--- src/rtl/pre_load_ctrl.sv ---
`default_nettype none
// ============================================================================
// Module      : pre_load_ctrl
// Description : Boot-time preload sequencer. Reads a byte-wide block ROM
//               (1-cycle read latency), packs bytes little-endian into
//               32-bit words and writes them to SRAM over an OBI-style
//               master port, then raises CPU fetch enable.
// Revision    : 1.0 - initial release
// ============================================================================
module pre_load_ctrl #(
    parameter int unsigned NUM_BYTES  = 100000,
    parameter logic [31:0] BASE_ADDR  = 32'h0000_0000,
    parameter bit          AUTO_START = 1'b1
) (
    input  logic        clk_i,
    input  logic        rst_ni,
    input  logic        start_i,
    output logic [31:0] rom_addr_o,
    input  logic [7:0]  rom_data_i,
    output logic        bus_req_o,
    input  logic        bus_gnt_i,
    output logic [31:0] bus_addr_o,
    output logic        bus_we_o,
    output logic [3:0]  bus_be_o,
    output logic [31:0] bus_wdata_o,
    input  logic        bus_rvalid_i,
    output logic        busy_o,
    output logic        done_o,
    output logic        fetch_enable_o,
    output logic [31:0] words_written_o
);

    localparam logic [31:0] c_num_bytes = 32'(NUM_BYTES);

    typedef enum logic [2:0] {
        ST_IDLE     = 3'd0,
        ST_READ     = 3'd1,
        ST_WRITE    = 3'd2,
        ST_WAIT_RSP = 3'd3,
        ST_DONE     = 3'd4
    } state_t;

    state_t      r_state;
    state_t      w_state_next;

    logic [31:0] r_p;          // byte pointer of the word being assembled
    logic [31:0] r_w;          // destination word index
    logic [31:0] r_words;      // completed word writes
    logic [31:0] r_rom_addr;
    logic [31:0] r_pack;
    logic [2:0]  r_cyc;        // cycle index inside READ (0..lanes)

    logic [31:0] w_remaining;
    logic [2:0]  w_lanes;
    logic [31:0] w_p_next;
    logic        w_last;
    logic        w_start;
    logic [3:0]  w_be;

    // Per-word lane count and the pointer after this word completes
    always_comb begin
        w_remaining = c_num_bytes - r_p;
        w_lanes     = (w_remaining >= 32'd4) ? 3'd4 : w_remaining[2:0];
        w_p_next    = r_p + {29'd0, w_lanes};
        w_last      = (w_p_next >= c_num_bytes);
        w_start     = AUTO_START ? 1'b1 : start_i;
        case (w_lanes)
            3'd4:    w_be = 4'hF;
            3'd3:    w_be = 4'h7;
            3'd2:    w_be = 4'h3;
            3'd1:    w_be = 4'h1;
            default: w_be = 4'h0;
        endcase
    end

    // State register
    always_ff @(posedge clk_i) begin
        if (!rst_ni) begin
            r_state <= ST_IDLE;
        end else begin
            r_state <= w_state_next;
        end
    end

    // Next-state decode and state-derived outputs
    always_comb begin
        w_state_next = r_state;
        bus_req_o    = 1'b0;
        bus_we_o     = 1'b0;
        bus_addr_o   = 32'd0;
        bus_be_o     = 4'h0;
        bus_wdata_o  = 32'd0;
        busy_o       = 1'b0;
        done_o       = 1'b0;
        case (r_state)
            ST_IDLE: begin
                if (w_start) begin
                    w_state_next = (c_num_bytes == 32'd0) ? ST_DONE : ST_READ;
                end
            end
            ST_READ: begin
                busy_o = 1'b1;
                if (r_cyc == w_lanes) begin
                    w_state_next = ST_WRITE;
                end
            end
            ST_WRITE: begin
                busy_o      = 1'b1;
                bus_req_o   = 1'b1;
                bus_we_o    = 1'b1;
                bus_addr_o  = BASE_ADDR + (r_w << 2);
                bus_be_o    = w_be;
                bus_wdata_o = r_pack;
                if (bus_gnt_i) begin
                    w_state_next = ST_WAIT_RSP;
                end
            end
            ST_WAIT_RSP: begin
                busy_o = 1'b1;
                if (bus_rvalid_i) begin
                    w_state_next = w_last ? ST_DONE : ST_READ;
                end
            end
            ST_DONE: begin
                done_o = 1'b1;
            end
            default: begin
                w_state_next = ST_IDLE;
            end
        endcase
    end

    // Datapath: ROM address walk, byte packing, pointers and counters
    always_ff @(posedge clk_i) begin
        if (!rst_ni) begin
            r_p        <= 32'd0;
            r_w        <= 32'd0;
            r_words    <= 32'd0;
            r_rom_addr <= 32'd0;
            r_pack     <= 32'd0;
            r_cyc      <= 3'd0;
        end else begin
            case (r_state)
                ST_READ: begin
                    // Address for lane k is on the bus in READ cycle k;
                    // its data arrives and is captured in cycle k+1.
                    if ({1'b0, r_cyc} + 4'd1 < {1'b0, w_lanes}) begin
                        r_rom_addr <= r_rom_addr + 32'd1;
                    end
                    case (r_cyc)
                        3'd1:    r_pack[7:0]   <= rom_data_i;
                        3'd2:    r_pack[15:8]  <= rom_data_i;
                        3'd3:    r_pack[23:16] <= rom_data_i;
                        3'd4:    r_pack[31:24] <= rom_data_i;
                        default: ;
                    endcase
                    if (r_cyc == w_lanes) begin
                        r_cyc <= 3'd0;
                    end else begin
                        r_cyc <= r_cyc + 3'd1;
                    end
                end
                ST_WAIT_RSP: begin
                    if (bus_rvalid_i) begin
                        r_words <= r_words + 32'd1;
                        r_w     <= r_w + 32'd1;
                        r_p     <= w_p_next;
                        r_pack  <= 32'd0;
                        // Leave the address parked on the final byte once done
                        if (!w_last) begin
                            r_rom_addr <= w_p_next;
                        end
                    end
                end
                default: ;
            endcase
        end
    end

    assign rom_addr_o      = r_rom_addr;
    assign fetch_enable_o  = done_o;
    assign words_written_o = r_words;

endmodule
`default_nettype wire

--- config.mk ---
export PLATFORM = sky130hd
export DESIGN_NAME = pre_load_ctrl
export DESIGN_NICKNAME = d
export VERILOG_FILES = /design/src/rtl/pre_load_ctrl.sv
export SDC_FILE = /design/constraint.sdc
export NUM_CORES = 1
export LEC_CHECK = 0
export CAP_MARGIN = 20
export CORE_MARGIN = 3
export CORE_UTILIZATION = 51
export DETAILED_ROUTE_END_ITERATION = 12
export GPL_ROUTABILITY_DRIVEN = 0
export PLACE_DENSITY_LB_ADDON = 0.08
export RECOVER_POWER = 100
export SYNTH_ARGS = -nofsm -noshare
export SYNTH_HDL_FRONTEND = slang
export SYNTH_SLANG_ARGS = --single-unit
--- constraint.sdc ---
create_clock -name clk_i -period 6.9 [get_ports clk_i]
set_input_delay 0.69 -clock clk_i [delete_from_list [all_inputs] [get_ports clk_i]]
set_output_delay 0.69 -clock clk_i [all_outputs]
set_load 0.01 [all_outputs]
Word-level counts from Yosys, hierarchy flattened
Cells that the tools add are included.
{"block": "op_classes", "n_addsub": 7, "n_lt_le_gt_ge": 3, "eq_ne": 22, "n_mux": 24, "n_bitwise": 1, "reduce_logical": 10}
{"op": "$mux W32", "n": 6}
{"op": "$pmux W32 S2", "n": 2}
{"op": "$add A32 B1 Y32 const B", "n": 3}
{"op": "$add A32 B3 Y32", "n": 1}
{"op": "$ge A32 B17 Y1 const B", "n": 1}
{"op": "$ge A32 B3 Y1 const B", "n": 1}
{"op": "$mux W8", "n": 4}
{"op": "$sub A17 B32 Y32 const A", "n": 1}
{"op": "$eq A3 B2 Y1 const B", "n": 6}
{"op": "$mux W3", "n": 6}
{"op": "$pmux W4 S4", "n": 1}
{"op": "$pmux W3 S5", "n": 1}
{"op": "$reduce_and A3 Y1", "n": 4}
{"op": "$ne A2 B2 Y1 const B", "n": 5}
{"op": "$eq A3 B1 Y1 const B", "n": 3}
{"op": "$eq A3 B3 Y1 const B", "n": 3}
{"op": "$ne A2 B1 Y1 const B", "n": 4}
{"op": "$reduce_and A4 Y1", "n": 2}
{"op": "$add A3 B1 Y4 const B", "n": 1}
{"op": "$lt A4 B3 Y1", "n": 1}
{"op": "$mux W4", "n": 1}
{"op": "$add A3 B1 Y3 const B", "n": 1}
{"op": "$eq A3 B3 Y1", "n": 1}
{"op": "$logic_not A3 Y1", "n": 1}
{"op": "other kinds (5)", "n": 7}
{"block": "word_totals", "register_bits": 166, "wordCells": 77}

Logic depth before layout (Yosys ltp)
{"block": "depth", "depth_word": 8, "mapped_depth": 30, "ltp_nobuf": 27}

Worst setup path before layout
No wires, ideal clock.
{"block": "synth_path", "path_type": "reg2reg", "from": "register r_p[1]", "to": "register r_rom_addr[11] (netlist: rom_addr_o[11])", "arrival_time_ns": 4.888, "required_ns": 6.783, "path_slack_ns": 1.895, "stages_incl_launch_ff": 28, "synth_period_minus_slack_ns": 5.005, "path_cell_list": "dfxtp_1 > buf_6 > inv_1 > ha_1 > or4b_2 > nand2_1 > a21oi_1 > a21oi_1 > o2111ai_1 > nor4_1 > nand4_1 > a21oi_1 > and4_1 > inv_1 > ha_1 > nand3_1 > o21ai_0 > and3_1 > nand4b_1 > o21ai_1 > buf_2 > a31oi_1 > o22a_1 > o2111ai_4 > nand2_4 > buf_12 > buf_8 > a32o_1"}
{"block": "synth_between", "elab_chain_len": 7, "elab_cells_between_ends": 12}
{"item": "start: declaration", "line": "46", "rtl": "logic [31:0] r_p;"}
{"item": "start signal: assignment", "line": "167", "rtl": "r_p <= w_p_next;"}
{"item": "$sub A17 B32 Y32", "line": "62", "rtl": "w_remaining = c_num_bytes - r_p;"}
{"item": "$ge A32 B3 Y1", "line": "63", "rtl": "w_lanes = (w_remaining >= 32'd4) ? 3'd4 : w_remaining[2:0];"}
{"item": "$mux W3", "line": "63"}
{"item": "$add A32 B3 Y32", "line": "64", "rtl": "w_p_next = r_p + {29'd0, w_lanes};"}
{"item": "$ge A32 B17 Y1 / $mux W32 (equally long branches)", "line": "65, 170"}
{"item": "$ne A2 B2 Y1 (no source line) / $mux W32 (equally long branches)"}
{"item": "$reduce_and A4 Y1 (no source line) / $pmux W32 S2 (equally long branches)"}
{"item": "end signal: assignment", "line": "148", "rtl": "r_rom_addr <= r_rom_addr + 32'd1;"}
{"item": "end signal: assignment", "line": "171", "rtl": "r_rom_addr <= w_p_next;"}
{"item": "end: declaration", "line": "49", "rtl": "logic [31:0] r_rom_addr;"}
Parallel ways exist; a longest one is shown, timed or not. The select of a mux whose other input is x is not followed.
A chain may end at the register's enable or synchronous reset.

Final worst setup path
{"block": "layout_path", "from": "register r_p[0]", "to": "register r_rom_addr[2] (netlist: rom_addr_o[2])"}
Same word-level chain as after synthesis.

==> qor.yml <==
run_status:
  outcome: "complete, but fails checks"
  failed_checks: "capacitance limit, slew limit"
final_layout:
  syn_to_final_growth_pct: 20.4
  final-instance-count-excl-fill: 1707
  n_antenna_cell: 0
  postLayoutCellArea_um2: 12300
  fill_cells: 1813
  post-route-util_pct: 62.8
  post_route_cells_drive_above_1_share_pct: 4.79
  design.final.nets: 1457
worst_hold_path:
  hold_path.class: "reg -> reg"
  timing.hold.worst_path_depth: 2
cts:
  cts-buffers-inserted: 17
  clock_latency_ns: 0.43
  cts-resized-gates: 0
  cts_tree: "done"
  clkTransAtPathRegs_ns: 0.08
  clockRootBuffer: "clkbuf_16"
  clock-sinks: 164
  clock_tree.htree_level_count: 4
  cts_hold_buf: 0
  postCtsSetupBuffers: 0
  max-clock-path-buffers: 2
setup_path:
  critPathCaptureType: "flop"
  worst-r2r-cell-count: 24
  timing.critical_path.from_type: "flop"
  required_time_at_the_endpoint_of_the_critical_path_ns: 7.21
  cp_max_fo: 40
  setup.reg_to_reg.worst_slack_ns: 0.68
  critPathArrivalTime_ns: 6.53
  criticalPathCategory: "reg -> reg"
timing:
  peak_clock_frequency_supported_by_timing_mhz: 161
  setup_viol_count_final: 0
  finalHoldWorstSlack_ns: 0.465
  finalCriticalPeriod_ns: 6.22
  setup-tns-final_ns: 0
  unrepaired_setup_endpoints_after_global_routing: "no"
  slew_violations: 100
  worst_slew_pin_slew_ns: 2.25
  clock_skew_ns: 0.0144
  worst_slack_setup_final_ns: 0.682
  hold_viol: 0
  worst_slew_margin_rel_pct: -50.3
  final.period_utilization_pct: 90.1
die:
  start_util_pct: 52.2
  floorplan.rows: 51
  io_pins: 150
  die_w_um: 147
  fp.dieH_um: 147
  core_area_um2: 19500
  design.die.area_um2: 21700
pwr:
  power_switching_share_pct: 33.3
  internal_power_mw: 1.66
  power.total_mw: 2.49
  vdd_drop_max_uv: 178
  netSwitchingPower_uw: 827
  power.static_leakage_nw: 4.39
  power.share.combinational_pct: 19.2
  power.clock.fraction_pct: 38.7
  sequentialPowerShare_pct: 42.1
  power.density_nw_per_um2: 203
drt:
  via_count: 9886
  wirelength_met1_mm: 12.6
  first_iter_violations: 730
  route.met3.wl_mm: 1.88
  postRouteWirelength_mm: 28.6
  wl_per_cell_um: 16.7
  detail_route.first_pass.iterations: 5
  route.top_layer_used: "met4"
  route.detailed.vias_per_inst: 5.79
  detailroute.wirelength.met2_mm: 13.4
  drc: 0
  antenna_violating_nets_post_route: 0
synth:
  avgSynthCellArea_um2: 7.59
  ys_top_cells_by_area: "dfxtp_1 (32%), nor2_1 (6.3%), xor2_1 (5.4%)"
  netlist.top_cell.by_area: "dfxtp_1"
  post-synth-top-area-fraction_pct: 32.2
  async_reset_ff_share_pct: 0
  post_synth_most_frequent_cells: "nor2_1 (170), dfxtp_1 (164), nand2_1 (142)"
  post_synth_inst_count: 1341
  synth_cell_types: 87
  postSynthRegisterBits: 164
  syn_area_um2: 10200
  yosysSeqAreaShare_pct: 32.2
  synthMostInstantiatedCell: "nor2_1"
  yosysWarningCount: 0
  yosys_most_used_dff: "dfxtp_1"
  count_of_flip_flops_with_a_built_in_enable_after_synthesis: 0
placement:
  hpwl_mm: 19.8
  detailedPlace.worstSlack_ns: 0.905
  place_area_um2: 11700
  placed_cells: 1674
  port_buffers: 146
global_routing:
  grt_start_max_net_pins: 103
  global_route.usage.total_pct: 26.0
  antenna_found_initial: 0
  grt_overflow_total: 0
  first_global_vias: 9349
  grt_pass1_wl_mm: 47.3
flow_run:
  timing.max_cap.violations: 2
placed cells by master (no fill, tap or decap), types with 5 or more instances in the layout:
| cell | instances |
|---|---|
| clkdlybuf4s50_1 | 67 |
| nor4_1 | 16 |
| a22oi_1 | 22 |
| xnor2_1 | 60 |
| o211ai_1 | 9 |
| or2_2 | 5 |
| nand4_1 | 21 |
| o21ai_1 | 5 |
| inv_8 | 6 |
| a31oi_1 | 6 |
| inv_1 | 31 |
| nand4b_1 | 6 |
| ha_1 | 15 |
| nor2_1 | 170 |
| or3_1 | 19 |
| dfxtp_1 | 164 |
| and3_1 | 33 |
| o31ai_1 | 6 |
| and2_0 | 55 |
| o21a_1 | 8 |
| o21ai_0 | 52 |
| a21oi_1 | 73 |
| and4_1 | 15 |
| nor3_1 | 39 |
| clkbuf_16 | 17 |
| a211oi_1 | 7 |
| nand3_1 | 86 |
| xor2_1 | 63 |
| nand2_1 | 142 |
| mux2i_1 | 17 |
| nor2b_1 | 6 |
| buf_4 | 7 |
| dlygate4sd3_1 | 79 |
| nand3b_1 | 7 |
| and2_1 | 13 |
critical path, cell delays in order (launching register included):
cell and delay (ns):
dfxtp_1 0.39, inv_1 0.18, ha_1 0.28, nor4b_2 0.39, a2bb2oi_1 0.54, nand2_1 0.14, o21ai_0 0.35, inv_1 0.08
nor4_1 0.27, and4_1 0.32, inv_1 0.12, ha_1 0.32, nand3_1 0.08, o21ai_0 0.10, and3_1 0.17, nand4b_1 0.15
o21ai_0 0.19, buf_4 0.23, and3b_1 0.24, mux2i_1 0.22, o221a_2 0.27, o2111ai_4 0.19, nand2_4 0.50, mux2i_1 0.28
o21ai_0 0.09
logic make-up (layout without fill, tap and decap cells):
family,count (synthesis),after routing,synth area share (%)
xor gates and xnor gates,123,123,10.6
AOI/OAI and AO/OA,241,241,15.8
buffers and inverters,122,222,5.15
adders and majority gates,15,15,1.84
muxes,18,18,1.78
and+or+nand+nor,657,657,32.6
other,1,2,0.0368
DFF,164,164,32.2
registers in the layout, indices dropped and copies added, names as in the netlist:
register / cells
r_cyc: 3
r_p: 32
r_w: 30
words_written_o: 32
rom_addr_o: 32
r_state: 3
r_pack: 32
final timing paths:
kind / start / endpoint
max: r_p[0] / rom_addr_o[2]
min: r_pack[15] / r_pack[15]
max reg2reg: r_p[0] / rom_addr_o[2]
min reg2reg: r_pack[15] / r_pack[15]
layer usage:
metal  GRT usage (%)  up-vias
met1            34.1     4649
met4            7.50        0
met5               0        -
met3            6.57       44
met2            42.6      338
li1                -     4855
power by group through the flow:
| stage | Combinational (mW) | Clock, mW | Sequential [mW] |
|---|---|---|---|
| after detailed placement | 0.500 | 0 | 1.07 |
| after global routing | 0.530 | 1.01 | 1.06 |
| after floorplan | 0.349 | 0 | 1.06 |
| final | 0.478 | 0.962 | 1.05 |
| after CTS | 0.502 | 0.975 | 1.05 |
| after global placement | 0.485 | 0 | 1.07 |
cell type report:
cell class / instances / area (um^2) / area share [%]
clock buffers: 18 / 439 / 3.58
clock inverters: 14 / 159 / 1.30
inverters: 32 / 121 / 0.990
multi-input cells: 1056 / 6370 / 52.0
flip-flops and latches: 164 / 3280 / 26.8
well taps: 265 / 332 / 2.70
repair buffers: 158 / 1560 / 12.7
No activity file was read; power rests on OpenSTA's default activity.
